File: src/rtl/led_shift_if.sv
// LED-driver serial bus between the panel sequencer (master) and a receiver (slave).
// Driver-side strobes: serial_data, load, sclk, latch_enable, output_enable_n.
// Receiver-side results: latched_data, data_valid, frame_error, display_enable, busy,
// frame_count, error_count.
interface led_shift_if #(
  parameter int unsigned WIDTH = 16,
  parameter int unsigned CNT_W = 16
);
  logic             serial_data;
  logic             load;
  logic             sclk;
  logic             latch_enable;
  logic             output_enable_n;
  logic [WIDTH-1:0] latched_data;
  logic             data_valid;
  logic             frame_error;
  logic             display_enable;
  logic             busy;
  logic [CNT_W-1:0] frame_count;
  logic [CNT_W-1:0] error_count;

  modport master (
    output serial_data, load, sclk, latch_enable, output_enable_n,
    input  latched_data, data_valid, frame_error, display_enable, busy,
           frame_count, error_count
  );

  modport slave (
    input  serial_data, load, sclk, latch_enable, output_enable_n,
    output latched_data, data_valid, frame_error, display_enable, busy,
           frame_count, error_count
  );
endinterface

File: src/rtl/led_shift_receiver.sv
// Receiving end of the LED-driver serial bus. Synchronizes the bus strobes, shifts one
// WIDTH-bit frame (MSB first) per load..latch sequence and presents the latched word.
// Ports:
//   clk   - system clock, rising edge
//   reset - synchronous, active-high
//   bus   - led_shift_if slave: serial inputs in, latched word / pulses / counters out
module led_shift_receiver #(
  parameter int unsigned WIDTH = 16,
  parameter int unsigned CNT_W = 16
) (
  input logic        clk,
  input logic        reset,
  led_shift_if.slave bus
);

  localparam int unsigned CntW = $clog2(WIDTH + 2);
  localparam logic [CntW-1:0] BitsFull = CntW'(WIDTH);
  localparam logic [CntW-1:0] BitsMax  = CntW'(WIDTH + 1);

  typedef enum logic [1:0] {StIdle, StShift, StDone} state_e;

  // Bit 0 = first synchronizer flop, bit 1 = second, bit 2 = edge-detect delay.
  logic [1:0] data_sync;
  logic [2:0] load_sync, sclk_sync, latch_sync, oe_sync;

  // Registered edge flags, with the data sample taken from the same stage as sclk.
  logic load_edge_q, sclk_edge_q, latch_edge_q, data_q;

  state_e           state_q;
  logic [WIDTH-1:0] shift_q, shift_d;
  logic [CntW-1:0]  cnt_q, cnt_d;
  logic             framing;

  logic [WIDTH-1:0] latched_q;
  logic             valid_q, error_q, disp_q, busy_q;
  logic [CNT_W-1:0] fcnt_q, ecnt_q;

  always_ff @(posedge clk) begin
    if (reset) begin
      data_sync    <= '0;
      load_sync    <= '0;
      sclk_sync    <= '0;
      latch_sync   <= '0;
      oe_sync      <= '1;
      load_edge_q  <= 1'b0;
      sclk_edge_q  <= 1'b0;
      latch_edge_q <= 1'b0;
      data_q       <= 1'b0;
    end else begin
      data_sync    <= {data_sync[0], bus.serial_data};
      load_sync    <= {load_sync[1:0], bus.load};
      sclk_sync    <= {sclk_sync[1:0], bus.sclk};
      latch_sync   <= {latch_sync[1:0], bus.latch_enable};
      oe_sync      <= {oe_sync[1:0], bus.output_enable_n};
      load_edge_q  <= load_sync[1] & ~load_sync[2];
      sclk_edge_q  <= sclk_sync[1] & ~sclk_sync[2];
      latch_edge_q <= latch_sync[1] & ~latch_sync[2];
      data_q       <= data_sync[1];
    end
  end

  // Same-cycle priority: load clears first, then sclk shifts (as bit 1 after a load);
  // the latch check below sees the post-shift count and value.
  always_comb begin
    shift_d = shift_q;
    cnt_d   = cnt_q;
    framing = (state_q == StShift);
    if (load_edge_q) begin
      shift_d = '0;
      cnt_d   = '0;
      framing = 1'b1;
    end
    if (sclk_edge_q && framing) begin
      shift_d = {shift_d[WIDTH-2:0], data_q};
      if (cnt_d != BitsMax) cnt_d = cnt_d + 1'b1;
    end
  end

  always_ff @(posedge clk) begin
    if (reset) begin
      state_q   <= StIdle;
      shift_q   <= '0;
      cnt_q     <= '0;
      latched_q <= '0;
      valid_q   <= 1'b0;
      error_q   <= 1'b0;
      disp_q    <= 1'b0;
      busy_q    <= 1'b0;
      fcnt_q    <= '0;
      ecnt_q    <= '0;
    end else begin
      valid_q <= 1'b0;
      error_q <= 1'b0;
      disp_q  <= ~oe_sync[2];
      shift_q <= shift_d;
      cnt_q   <= cnt_d;
      if (latch_edge_q && framing) begin
        busy_q <= 1'b0;
        if (cnt_d == BitsFull) begin
          latched_q <= shift_d;
          valid_q   <= 1'b1;
          fcnt_q    <= fcnt_q + 1'b1;
          state_q   <= StDone;
        end else begin
          error_q <= 1'b1;
          if (ecnt_q != '1) ecnt_q <= ecnt_q + 1'b1;
          state_q <= StIdle;
        end
      end else if (latch_edge_q && state_q == StIdle) begin
        // Latch with no frame open; a repeated latch in StDone is silently ignored.
        error_q <= 1'b1;
        if (ecnt_q != '1) ecnt_q <= ecnt_q + 1'b1;
      end else if (framing) begin
        state_q <= StShift;
        busy_q  <= 1'b1;
      end
    end
  end

  assign bus.latched_data   = latched_q;
  assign bus.data_valid     = valid_q;
  assign bus.frame_error    = error_q;
  assign bus.display_enable = disp_q;
  assign bus.busy           = busy_q;
  assign bus.frame_count    = fcnt_q;
  assign bus.error_count    = ecnt_q;

endmodule

File: src/flat_wrapper.sv
// flat-port wrapper written by rule: the top's interface ports become plain ports
module led_shift_receiver_flat 
#(
  parameter int unsigned WIDTH = 16,
  parameter int unsigned CNT_W = 16
)
  (clk, reset, bus_serial_data, bus_load, bus_sclk, bus_latch_enable, bus_output_enable_n, bus_latched_data, bus_data_valid, bus_frame_error, bus_display_enable, bus_busy, bus_frame_count, bus_error_count);
  led_shift_if #(.WIDTH(WIDTH), .CNT_W(CNT_W)) bus_i ();
  input logic clk;
  input logic reset;
  input wire logic [$bits(bus_i.serial_data)-1:0] bus_serial_data;
  input wire logic [$bits(bus_i.load)-1:0] bus_load;
  input wire logic [$bits(bus_i.sclk)-1:0] bus_sclk;
  input wire logic [$bits(bus_i.latch_enable)-1:0] bus_latch_enable;
  input wire logic [$bits(bus_i.output_enable_n)-1:0] bus_output_enable_n;
  output wire logic [$bits(bus_i.latched_data)-1:0] bus_latched_data;
  output wire logic [$bits(bus_i.data_valid)-1:0] bus_data_valid;
  output wire logic [$bits(bus_i.frame_error)-1:0] bus_frame_error;
  output wire logic [$bits(bus_i.display_enable)-1:0] bus_display_enable;
  output wire logic [$bits(bus_i.busy)-1:0] bus_busy;
  output wire logic [$bits(bus_i.frame_count)-1:0] bus_frame_count;
  output wire logic [$bits(bus_i.error_count)-1:0] bus_error_count;
  assign bus_i.serial_data = bus_serial_data;
  assign bus_i.load = bus_load;
  assign bus_i.sclk = bus_sclk;
  assign bus_i.latch_enable = bus_latch_enable;
  assign bus_i.output_enable_n = bus_output_enable_n;
  assign bus_latched_data = bus_i.latched_data;
  assign bus_data_valid = bus_i.data_valid;
  assign bus_frame_error = bus_i.frame_error;
  assign bus_display_enable = bus_i.display_enable;
  assign bus_busy = bus_i.busy;
  assign bus_frame_count = bus_i.frame_count;
  assign bus_error_count = bus_i.error_count;
  led_shift_receiver #(.WIDTH(WIDTH), .CNT_W(CNT_W)) u_core (.clk(clk), .reset(reset), .bus(bus_i));
endmodule
File: config.mk
export PLATFORM = sky130hd
export DESIGN_NAME = led_shift_receiver_flat
export DESIGN_NICKNAME = d
export VERILOG_FILES = /design/src/rtl/led_shift_if.sv /design/src/rtl/led_shift_receiver.sv /design/src/flat_wrapper.sv
export SDC_FILE = /design/constraint.sdc
export NUM_CORES = 1
export LEC_CHECK = 0
export CAP_MARGIN = 20
export CORE_MARGIN = 3
export CORE_UTILIZATION = 54
export CTS_CLUSTER_SIZE = 25
export DETAILED_ROUTE_END_ITERATION = 7
export PLACE_DENSITY = 0.92
export SLEW_MARGIN = 15
export SYNTH_ARGS = -nofsm -noshare
export SYNTH_HDL_FRONTEND = slang
export SYNTH_SLANG_ARGS = --single-unit
export TNS_END_PERCENT = 20
File: constraint.sdc
create_clock -name clk -period 3.75 [get_ports clk]
set_input_delay 0.75 -clock clk [delete_from_list [all_inputs] [get_ports clk]]
set_output_delay 0.75 -clock clk [all_outputs]
set_load 0.01 [all_outputs]
==> results of run 1 <==
==> synth_stat cells (2+ instances only) <==
library cell	number	share of area
sky130_fd_sc_hd__nor3_1	11	0.015
sky130_fd_sc_hd__nor2_1	53	0.054
sky130_fd_sc_hd__buf_6	3	0.0091
sky130_fd_sc_hd__and3_1	2	0.0034
sky130_fd_sc_hd__inv_1	5	0.0051
sky130_fd_sc_hd__o21ai_0	5	0.0067
sky130_fd_sc_hd__nand3_1	10	0.014
sky130_fd_sc_hd__nor4b_1	4	0.0094
sky130_fd_sc_hd__and4_1	3	0.0071
sky130_fd_sc_hd__or3_1	17	0.029
sky130_fd_sc_hd__clkbuf_1	15	0.015
sky130_fd_sc_hd__buf_1	3	0.0030
sky130_fd_sc_hd__mux2i_1	15	0.040
sky130_fd_sc_hd__buf_2	3	0.0040
sky130_fd_sc_hd__and2_1	4	0.0067
sky130_fd_sc_hd__nor4_1	10	0.017
sky130_fd_sc_hd__xor2_1	3	0.0071
sky130_fd_sc_hd__or4_1	7	0.014
sky130_fd_sc_hd__a21oi_1	31	0.042
sky130_fd_sc_hd__nor2b_1	18	0.030
sky130_fd_sc_hd__nand4_1	7	0.012
sky130_fd_sc_hd__ha_1	2	0.0067
sky130_fd_sc_hd__nand2_1	33	0.033
sky130_fd_sc_hd__dfxtp_1	93	0.50
sky130_fd_sc_hd__a31oi_1	3	0.0051
sky130_fd_sc_hd__or2_2	4	0.0067
sky130_fd_sc_hd__nand2b_1	3	0.0051
sky130_fd_sc_hd__xnor2_1	17	0.040
sky130_fd_sc_hd__o31ai_1	7	0.014
==> metrics by stage <==
step	worst slack, ns	util	hold WS, ns	instances
2_1_floorplan	1.67	-	0.363	408
3_3_place_gp	1.17	0.663	0.372	524
4_1_cts	1.05	0.696	0.390	540
3_5_place_dp	1.08	0.663	0.376	524
5_1_grt	0.743	0.696	0.400	540
6_report	1.02	0.696	0.387	540
==> final timing paths <==
| check | from | to | slack (ns) |
|---|---|---|---|
| hold / removal | u_core.load_sync[2] | u_core.load_edge_q | 0.39 |
| setup reg to reg | u_core.load_edge_q | u_core.bus.error_count[10] | 1.02 |
| setup / recovery | u_core.load_edge_q | u_core.bus.error_count[10] | 1.02 |
| hold reg to reg | u_core.load_sync[2] | u_core.load_edge_q | 0.39 |
==> sequential cells by signal, summed over array words and instances (netlist names) <==
register,cells
u_core.latch_edge_q,1
u_core.sclk_sync,3
u_core.latch_sync,3
u_core.sclk_edge_q,1
u_core.data_sync,2
u_core.bus.frame_error,1
u_core.oe_sync,3
u_core.load_sync,3
u_core.bus.display_enable,1
u_core.load_edge_q,1
u_core.cnt_q,5
u_core.bus.latched_data,16
u_core.bus.busy,1
u_core.shift_q,16
u_core.state_q,2
u_core.bus.data_valid,1
u_core.bus.frame_count,16
u_core.data_q,1
u_core.bus.error_count,16
==> cell families (layout without fill, tap and decap cells) <==
logic type,Yosys count,count (layout),synth area share
simple gates,193,193,0.274
mux,16,16,0.0435
xor+xnor,20,20,0.0472
fa+ha+maj,2,2,0.00675
compound gates,54,54,0.0874
buf+inv,30,85,0.0385
flops,93,93,0.502
==> where the power goes <==
group	switching, W	leakage (nW)	total, W	internal (W)
registers	0.00000474	0.752	0.00100	0.000996
logic	0.0000249	0.744	0.0000412	0.0000163
clock network	0.000323	0.108	0.000719	0.000396
total	0.000353	1.60	0.00176	0.00141
==> worst max-delay path: cells and delay by family (launching register included) <==
family,cells,cell delay (ns)
and+or+nand+nor,3,0.86
DFF,1,0.76
AOI/OAI and AO/OA,2,0.59
buffers and inverters,2,0.46
==> area by class of cell <==
type | instances | area (um2) | area share
Timing Repair Buffer | 64 | 621 | 0.137
Clock inverter | 3 | 68.8 | 0.0152
Tap cell | 77 | 96.3 | 0.0213
Inverter | 5 | 18.8 | 0.00415
Clock buffer | 13 | 149 | 0.0329
Sequential cell | 93 | 1860 | 0.412
Multi-Input combinational cell | 285 | 1710 | 0.377
==> cell usage in the layout, fill, tap and decap left out, drive strengths merged, types with 3 or more instances in the layout <==
cell type      instances
nand3                 10
clkdlybuf4s50         57
nand2b                 3
nor2b                 18
nand4                  7
nor3                  11
nor4                  10
clkbuf                13
inv                    5
a31oi                  3
nor4b                  4
or3                   17
or2                    5
or4                    7
mux2i                 15
nor2                  54
nand2                 33
buf                    7
xor2                   3
dfxtp                 93
and4                   3
o31ai                  7
xnor2                 17
and2                   4
a21oi                 31
o21ai                  5
==> layer usage <==
metal | routed length [um] | track usage | part of all wire
met1 | 3340 | 0.236 | 0.44
met2 | 3620 | 0.338 | 0.48
met3 | 437 | 0.0456 | 0.058
met4 | 183 | 0.106 | 0.024
met5 | 0 | 0 | 0
==> summary by stage, run 1 <==
Status
The run finished with clean final reports.

Clocking
The total clock sinks is 93. The number of buffers between clock root and the deepest sink is 2. TritonCTS built the clock tree. The CTS buffer count is 9.

The number of buffers inserted by post-CTS setup repair is 0. Buffers inserted to repair hold after CTS numbered 0. The deepest level of the CTS H-tree is 3. Clock tree synthesis selected as its root buffer the cell sky130_fd_sc_hd__clkbuf_8.

The number of gates given a new drive strength after cts is 0. For the worst-skew pair, the clock arrives at the later sink with an insertion delay of 0.36 ns. Clock-pin slew was measured on the worst setup and hold paths at 0.08 ns.

Die
For this configuration, the core starts out at a cell density of 0.571. The floorplan step defined a die boundary enclosing 7900 um2. The core box area is 6490 um2. 59 I/O pins were placed.

The die is 88.9 um wide. The chip height is 88.9 um. The floorplan has 29 rows.

Logic synthesis
The dominant register cell in the synthesized netlist is sky130_fd_sc_hd__dfxtp_1. The sequential cell area fraction in the yosys report is 0.502. The mapped netlist covers 3710 um2.

The share of synthesized flip-flops with an asynchronous set or reset is 0. Synthesis handed over a netlist of 408 instances. The number of warning messages in the yosys log is 0.

The flip-flop and latch count after synthesis is 93. The net count of the mapped netlist is 417. The number of synthesized flops with an enable pin is 0. The synthesized netlist contains 46 unique library cells. Dividing the synthesized area by the synthesized cell count gives 9.09 um2.

Setup path
STA puts the critical path data required time at 4.04 ns. The slowest stage of the critical path is the sky130_fd_sc_hd__dfxtp_1 cell. STA classifies the critical path endpoint as a flop. The longest individual stage delay on the worst path is 0.76 ns.

The worst setup path is launched from a flop. STA puts the critical path data arrival time at 3.01 ns. The depth of the worst register-to-register path is 7. In this run the worst path has a maximum fanout of 23.

The signal on the critical path passes through inv_1 > nand3_1 > a21o_1 > nor2_2 > buf_4 > or4_1 > a21oi_1. The worst setup path is of the reg -> reg kind.

Detailed routing
The number of iterations in the first detailed-routing pass is 4. For this run, design rule violations remaining after detail routing come to 0. The average detailed-routed wire length per instance is 14.0 um.

The remaining number of nets flagged by the antenna check after routing is 0. Using the TritonRoute via totals, the vias-per-cell ratio works out to 5.77. The final wirelength is 7580 um. The via total after detailed routing is 3117. After the first detailed-routing iteration, the DRC count stood at 182.

Place
Summing all placed instances gives a cell area of 4300 um2. The wire-length estimate of the detail-placed layout is 5130 um. At the end of routability-driven placement, the weighted congestion stood at 0.860. Port buffering added 58 buffers.

Worst hold path
The count of cells along the worst hold path is 1. In this run the worst hold path is classified as reg -> reg.

Global routing
Entering global routing, the biggest net connects 40 pins. The wire length of the first global-routing pass is 12500 um. The initial antenna violation count is 0. The global routing usage summed across all routing layers is 0.200.

The residual overflow from global routing is 0. The via count of the first global-routing pass is 2980.

Pwr
Overall power consumption after layout is estimated at 0.00176 W. The power per cell area is 389 nW/um2. The worst IR drop on VDD is 0.234 mV. The analysis attributes to cell leakage a power of 1.60 nW.

STA
The hold violation count in the final report is 0. The count of pins over their slew limit was 0. For the finished layout, the period the worst path requires is 2.73 ns. Measured against its own limit, the worst slew margin works out to 0.553. Setup repair after global routing left no endpoint under its margin. The worst-margin pin slew is 0.669 ns. The maximum clock frequency is 0.367 GHz. Across the routed clock network, the largest skew measured is 0.0126 ns.

The number of failing setup endpoints in the final timing report is 0. The total negative setup slack is 0 ns. The final period utilization is 0.727.

Finish
The fraction of layout cells with a size suffix above 1 is 0.0691. The final instance area is 4520 um2. The synthesis-to-layout area growth is 22.0%.

The count of antenna diodes in the layout is 0. The number of fill cells in the layout is 475. The post-layout net count is 467.

Job
The number of maximum-capacitance violations is 0.
(Power assumes the default switching activity.)
==> run 2, diff against run 1 <==
Settings changed: CORE_UTILIZATION 54 to 48, PLACE_DENSITY 0.92 to 0.88.
Clock period 3.75 ns to 2.5 ns, I/O delays scaled along.
==> run 2 against run 1 <==
Die area is 12% higher. Maximum frequency is 24% higher. Largest power group unchanged. Clock power is 43% higher. Hold slack worse by 0.0021 ns. First-iteration DRC count is 18% higher. Setup slack worse by 0.72 ns. Clock skew is 0.00094 ns higher. Critical path type unchanged. Combinational power is 55% higher. Non-clock buffer count is 3 higher. Clock-buffer cell count is 4 lower.
==> summary by stage, run 2 (same netlist as run 1, synthesis figures left out) <==
Status
Run status: complete, no violations (unchanged).

STA
The final period utilization is 0.881 (was 0.727). The relative slew slack is 0.543 (was 0.553). The count of pins over their slew limit came to 0 (unchanged). The worst hold-check slack is 0.385 ns (was 0.387 ns).

Setup repair after global routing missed its margin: no (unchanged). The total negative setup slack is 0 ns (unchanged). The setup skew after layout is 0.0136 ns (was 0.0126 ns). The number of failing setup endpoints in the final timing report is 0 (unchanged). The setup slack of the critical path after layout is 0.298 ns (was 1.02 ns). The maximum clock frequency is 0.454 GHz (was 0.367 GHz).

The worst-margin pin slew came to 0.686 ns (was 0.669 ns). The final critical path time including I/O delays and setup was 2.20 ns (was 2.73 ns). The hold violation count in the final report is 0 (unchanged).

Die
The die boundary width is 93.9 um (was 88.9 um). The core box area is 7370 um2 (was 6490 um2). The initial standard-cell utilization of the core was 0.503 (was 0.571).

The area of the die is 8810 um2 (was 7900 um2). The number of ports placed on the die boundary was 59 (unchanged). The number of rows created at floorplan is 31 (was 29).

The chip height is 93.9 um (was 88.9 um).

Clocking
The deepest level of the CTS H-tree came to 3 (unchanged). The number of buffers inserted by post-CTS setup repair is 0 (unchanged). The CTS buffer count was 9 (unchanged).

The number of buffers between clock root and the deepest sink is 2 (unchanged). The total of hold buffers inserted after clock tree synthesis came to 0 (unchanged). The clock transition at the registers of the reported paths is 0.09 ns (was 0.08 ns).

The total clock sinks was 93 (unchanged). The TritonCTS clock tree is yes (unchanged). The number of gates given a new drive strength after cts came to 0 (unchanged). The clock insertion delay at the later pin of the skew report was 0.36 ns (about the same).

The root cell of the clock tree is sky130_fd_sc_hd__clkbuf_8 (unchanged).

Detailed routing
The violation count after the first detailed-route iteration is 215 (was 182). The number of iterations in the first detailed-routing pass is 5 (was 4). The detailed-route DRC error count is 0 (unchanged). The remaining number of nets flagged by the antenna check after routing is 0 (unchanged). The final wirelength was 7740 um (was 7580 um). The via total after detailed routing was 3086 (was 3117). The via density per instance was 5.46 (was 5.77).

The average detailed-routed wire length per instance is 13.7 um (was 14.0 um).

Place
The estimated wirelength of the detail-placed design came to 5330 um (was 5130 um). The worst setup timing slack at the placement stage is 0.333 ns (was 1.08 ns). The total of buffers placed on input and output ports is 58 (unchanged). The global placer's final weighted congestion came to 0.835 (was 0.860). The placed instance count is 549 (was 524).

Finish
The number of fill cells in the layout was 597 (was 475). The most common cell after layout, fill and taps aside was sky130_fd_sc_hd__dfxtp_1 (unchanged). The post-layout net count is 470 (was 467). The area occupied by multi-input gates was 1710 um2 (unchanged). The synthesis-to-layout area growth was 22.9% (was 22.0%). Most used cells in the layout excluding fill and tap cells: sky130_fd_sc_hd__dfxtp_1, sky130_fd_sc_hd__clkdlybuf4s50_1, sky130_fd_sc_hd__nor2_1 (unchanged). The storage element area is 1860 um2 (unchanged). The fraction of layout cells with a size suffix above 1 is 0.0815 (was 0.0691). The count of antenna diodes in the layout was 0 (unchanged). The number of standard cells in the layout, taps in and fillers out is 565 (was 540).

Global routing
The initial antenna violation count is 0 (unchanged). The via count of the first global-routing pass is 2815 (was 2980). The pin count of the biggest net entering global routing is 40 (unchanged). The global routing usage summed across all routing layers is 0.179 (was 0.200). The residual overflow from global routing is 0 (unchanged). The wire length of the first global-routing pass is 12900 um (was 12500 um).

Setup path
The startpoint of the most critical register-to-register path is u_core.cnt_q[1] (was u_core.load_edge_q). The critical-path cell with the highest stage delay is sky130_fd_sc_hd__dfxtp_1 (unchanged). The kind of end point of the critical path was a flop (unchanged).

The kind of cell with the highest combined delay on the critical path was simple AND/OR/NAND/NOR gates (unchanged). The longest individual stage delay on the worst path is 0.42 ns (was 0.76 ns). The data arrival at the endpoint of the critical path is 2.48 ns (was 3.01 ns). The cell repeated most along the worst path is sky130_fd_sc_hd__or3_1. Cells along the critical path: nand4b_2 > or3_1 > a21o_1 > or2_4 > or3_1 > a21oi_1 (was inv_1 > nand3_1 > a21o_1 > nor2_2 > buf_4 > or4_1 > a21oi_1).

The kind of start point of the critical path is a flop (unchanged). The buffers plus inverters on the worst setup path is 0 (was 2). The critical path start-end classification is reg -> reg (unchanged). The peak fanout along the critical path is 39 (was 23). The launching element of the worst setup path is u_core.cnt_q[1] (was u_core.load_edge_q). The required time reported for the critical path endpoint is 2.77 ns (was 4.04 ns).

Pwr
The clock network fraction of design power is 0.397 (was 0.408). The leakage power is 1.61 nW (was 1.60 nW). The overall power of the completed layout came to 0.00259 W (was 0.00176 W).

The switching part of the total power came to 0.230 (was 0.200). The power per cell area is 569 nW/um2 (was 389 nW/um2). The sequential share of power is 0.578 (was 0.568). The cell internal power dissipation is 0.00200 W (was 0.00141 W). The combinational power share is 0.025 (was 0.023). The net switching power is 0.000597 W (was 0.000353 W). The worst IR drop on VDD is 0.428 mV (was 0.234 mV).

Worst hold path
The hold path startpoint is u_core.latch_sync[2] (was u_core.load_sync[2]). The worst min-delay path category is reg -> reg (unchanged).

Job
The number of maximum-capacitance violations is 0 (unchanged).
[run 2: metal layers]
| metal | part of all wire | up-vias | global-route usage | wire length [um] |
|---|---|---|---|---|
| met4 | 0.013 | 0 | 0.0686 | 98 |
| met5 | 0 | - | 0 | 0 |
| li1 | - | 1531 | - | - |
| met3 | 0.054 | 14 | 0.0377 | 416 |
| met2 | 0.50 | 112 | 0.296 | 3870 |
| met1 | 0.43 | 1429 | 0.230 | 3360 |
[run 2: worst paths after layout]
| path | depth (start not counted) | to | slack [ns] |
|---|---|---|---|
| setup reg to reg | 6 | u_core.bus.latched_data[1] | 0.30 |
| hold reg to reg | 1 | u_core.latch_edge_q | 0.38 |
| hold / removal | 1 | u_core.latch_edge_q | 0.38 |
| setup / recovery | 6 | u_core.bus.latched_data[1] | 0.30 |
[run 2: power by group through the flow]
stage / Combinational, W / Sequential [W] / Clock, W
after floorplan: 0.0000407 / 0.00153 / 0
after global placement: 0.0000621 / 0.00153 / 0
after global routing: 0.0000714 / 0.00150 / 0.00112
after detailed placement: 0.0000642 / 0.00153 / 0
final: 0.0000638 / 0.00150 / 0.00103
after CTS: 0.0000642 / 0.00150 / 0.00105
[run 2: worst reg2reg max path: stages, from the launching register on]
cell	delay [ns]
sky130_fd_sc_hd__dfxtp_1	0.42
sky130_fd_sc_hd__nand4b_2	0.16
sky130_fd_sc_hd__or3_1	0.38
sky130_fd_sc_hd__a21o_1	0.22
sky130_fd_sc_hd__or2_4	0.38
sky130_fd_sc_hd__or3_1	0.39
sky130_fd_sc_hd__a21oi_1	0.16
[run 2: final cells by class]
class | count | area share
flip-flops and latches | 93 | 0.408
multi-input cells | 285 | 0.374
repair buffers | 67 | 0.141
clock buffers | 9 | 0.0272
well taps | 99 | 0.0272
clock inverters | 7 | 0.0176
inverters | 5 | 0.00412
[run 2: stage by stage]
stage / utilization / area (um2)
floorplan: - / 3710
global placement: 0.591 / 4350
detailed placement: 0.591 / 4350
CTS: 0.619 / 4560
global route: 0.619 / 4560
finish: 0.619 / 4560
==> run 3, diff against run 2 <==
Settings changed: CTS_CLUSTER_DIAMETER from default to 150.
==> results of run 3 <==
No change in the layout: final DEF, timing and power equal those of run 2.
==> patch, RTL diff (settings of run 2) <==
The 3 states of `state_e` get a one-hot encoding in 3 bits.
--- a/src/rtl/led_shift_receiver.sv
+++ b/src/rtl/led_shift_receiver.sv
@@ -19,3 +19,3 @@
 
-  typedef enum logic [1:0] {StIdle, StShift, StDone} state_e;
+  typedef enum logic [2:0] {StIdle = 3'b001, StShift = 3'b010, StDone = 3'b100} state_e;
 
Check against the original RTL: same outputs for any inputs over 10 cycles, from zero or initial values and one cycle with reset high; not proved beyond that.
==> patch against run 2 <==
Cell count up 8.0%; area after synthesis up 5.9%; cell area up 5.8%; total power up 0.52%; die area up 5.5%; largest power group unchanged; wire length up 9.2%; sequential cell count up 1; fmax up 2.2%; sequential share of layout area down 1.8 points; non-clock buffer count up 1; setup slack better by 48 ps.
==> patch: results (changes against run 2) <==
set qor(dp.cells) 594 ;# +8.2%
set qor(cellLeakagePower_nw) 1.581 ;# -2.0%
set qor(critPathLaunch) {u_core.state_q[0]}
set qor(drive_gt1_frac) 0.08661 ;# +0.005069
set qor(wirelength_met1_um) 3802 ;# +13%
set qor(ctsLongestPathBuffers) 2 ;# unchanged
set qor(synth_top_cells_by_count) {sky130_fd_sc_hd__dfxtp_1 (94), sky130_fd_sc_hd__nand2_1 (79), sky130_fd_sc_hd__a21oi_1 (55)}
set qor(gp_routability_congestion) 0.8946 ;# +7.2%
set qor(swShare) 0.2289 ;# -0.001352
set qor(clock_skew_ps) 8.640 ;# -4.915 ps
set qor(fill_cells) 687 ;# +15%
set qor(cp.arrival_ps) 2440 ;# -40 ps
set qor(reg2reg_depth) 5 ;# -1
set qor(sequential_cell_area_um2) 1882 ;# +1.1%
set qor(yosysSeqAreaShare) 0.4793 ;# -0.02291
set qor(non_clock_buffer_area_share) 0.1375 ;# -0.003573
set qor(drt_iter0_drc) 203 ;# -5.6%
set qor(power_density_nw_per_um2) 540.8 ;# -5.0%
set qor(min-delay-start) {u_core.load_sync[2]}
set qor(dp_hpwl_um) 5696 ;# +6.9%
set qor(max-vdd-ir-drop_uv) 453.1 ;# +5.8%
set qor(syn_nets) 459 ;# +10%
set qor(wl_met3_um) 578 ;# +39%
set qor(die_area_um2) 9301 ;# +5.5%
set qor(status) {finished, final reports clean}
set qor(vias_per_cell) 5.541 ;# +1.4%
set qor(clock_cell_area_share) 0.04229 ;# -0.002450
set qor(synth_cell_type_count) 51 ;# +11%
set qor(vias_in_the_first_global_route) 3160 ;# +12%
set qor(highest_fanout_seen_on_the_critical_path) 23 ;# -41%
set qor(layout.non_clock_buffers) 68 ;# +1.5%
set qor(dpl_worst_slack_ps) 358.7 ;# +25.52 ps
set qor(post_route_wl_um) 8452 ;# +9.2%
set qor(post-route-util) 0.6145 ;# -0.004029
set qor(detail_route.wl_per_cell_um) 13.86 ;# +1.2%
set qor(maximum_number_of_pins_on_one_net_before_global_route_repair) 55 ;# +38%
set qor(groute.usage.overall) 0.1910 ;# +0.01154
set qor(design.final.nets) 512 ;# +8.9%
set qor(design.seq.count) 94 ;# +1.1%
set qor(post_cts_buffers) 0 ;# unchanged
set qor(crit_path_top_delay_cell) {sky130_fd_sc_hd__or4_1}
set qor(drt-pass1-iter-count) 4 ;# -1
set qor(multi_input_area_share) 0.3965 ;# +0.02205
set qor(met2WireLength_um) 4019 ;# +3.9%
set qor(slew_hr) 0.4434 ;# -0.09949
set qor(placed_area_um2) 4618 ;# +6.1%
set qor(synthCells) 450 ;# +10%
set qor(multi_input_comb_cells) 321 ;# +13%
## patch: path summary, 6_finish.rpt
| path | slack [ps] | to |
|---|---|---|
| min | 390 | u_core.load_edge_q |
| max | 350 | u_core.bus.frame_count[7] |
| max reg2reg | 350 | u_core.bus.frame_count[7] |
| min reg2reg | 390 | u_core.load_edge_q |
## patch: logic make-up (layout without fill, tap and decap cells)
group | count (synthesis) | in the layout | synth area share
simple gates | 213 | 213 | 0.2909
compound gates | 91 | 91 | 0.1463
buf+inv | 35 | 93 | 0.03760
fa+ha+maj | 2 | 2 | 0.006372
xor+xnor | 5 | 5 | 0.01116
flops | 94 | 94 | 0.4793
mux | 10 | 10 | 0.02836
## patch: layer usage
layer	vias to the layer above	global-route usage
met2	99	0.3063
met3	7	0.06119
met5	-	0
met1	1589	0.2489
met4	0	0.05140
li1	1685	-
## patch: worst register-to-register path, delay by kind of cell, from the launching register on
kind            cells  cell delay (ps)
simple gates        3             1300
flops               1              380
compound gates      2              400
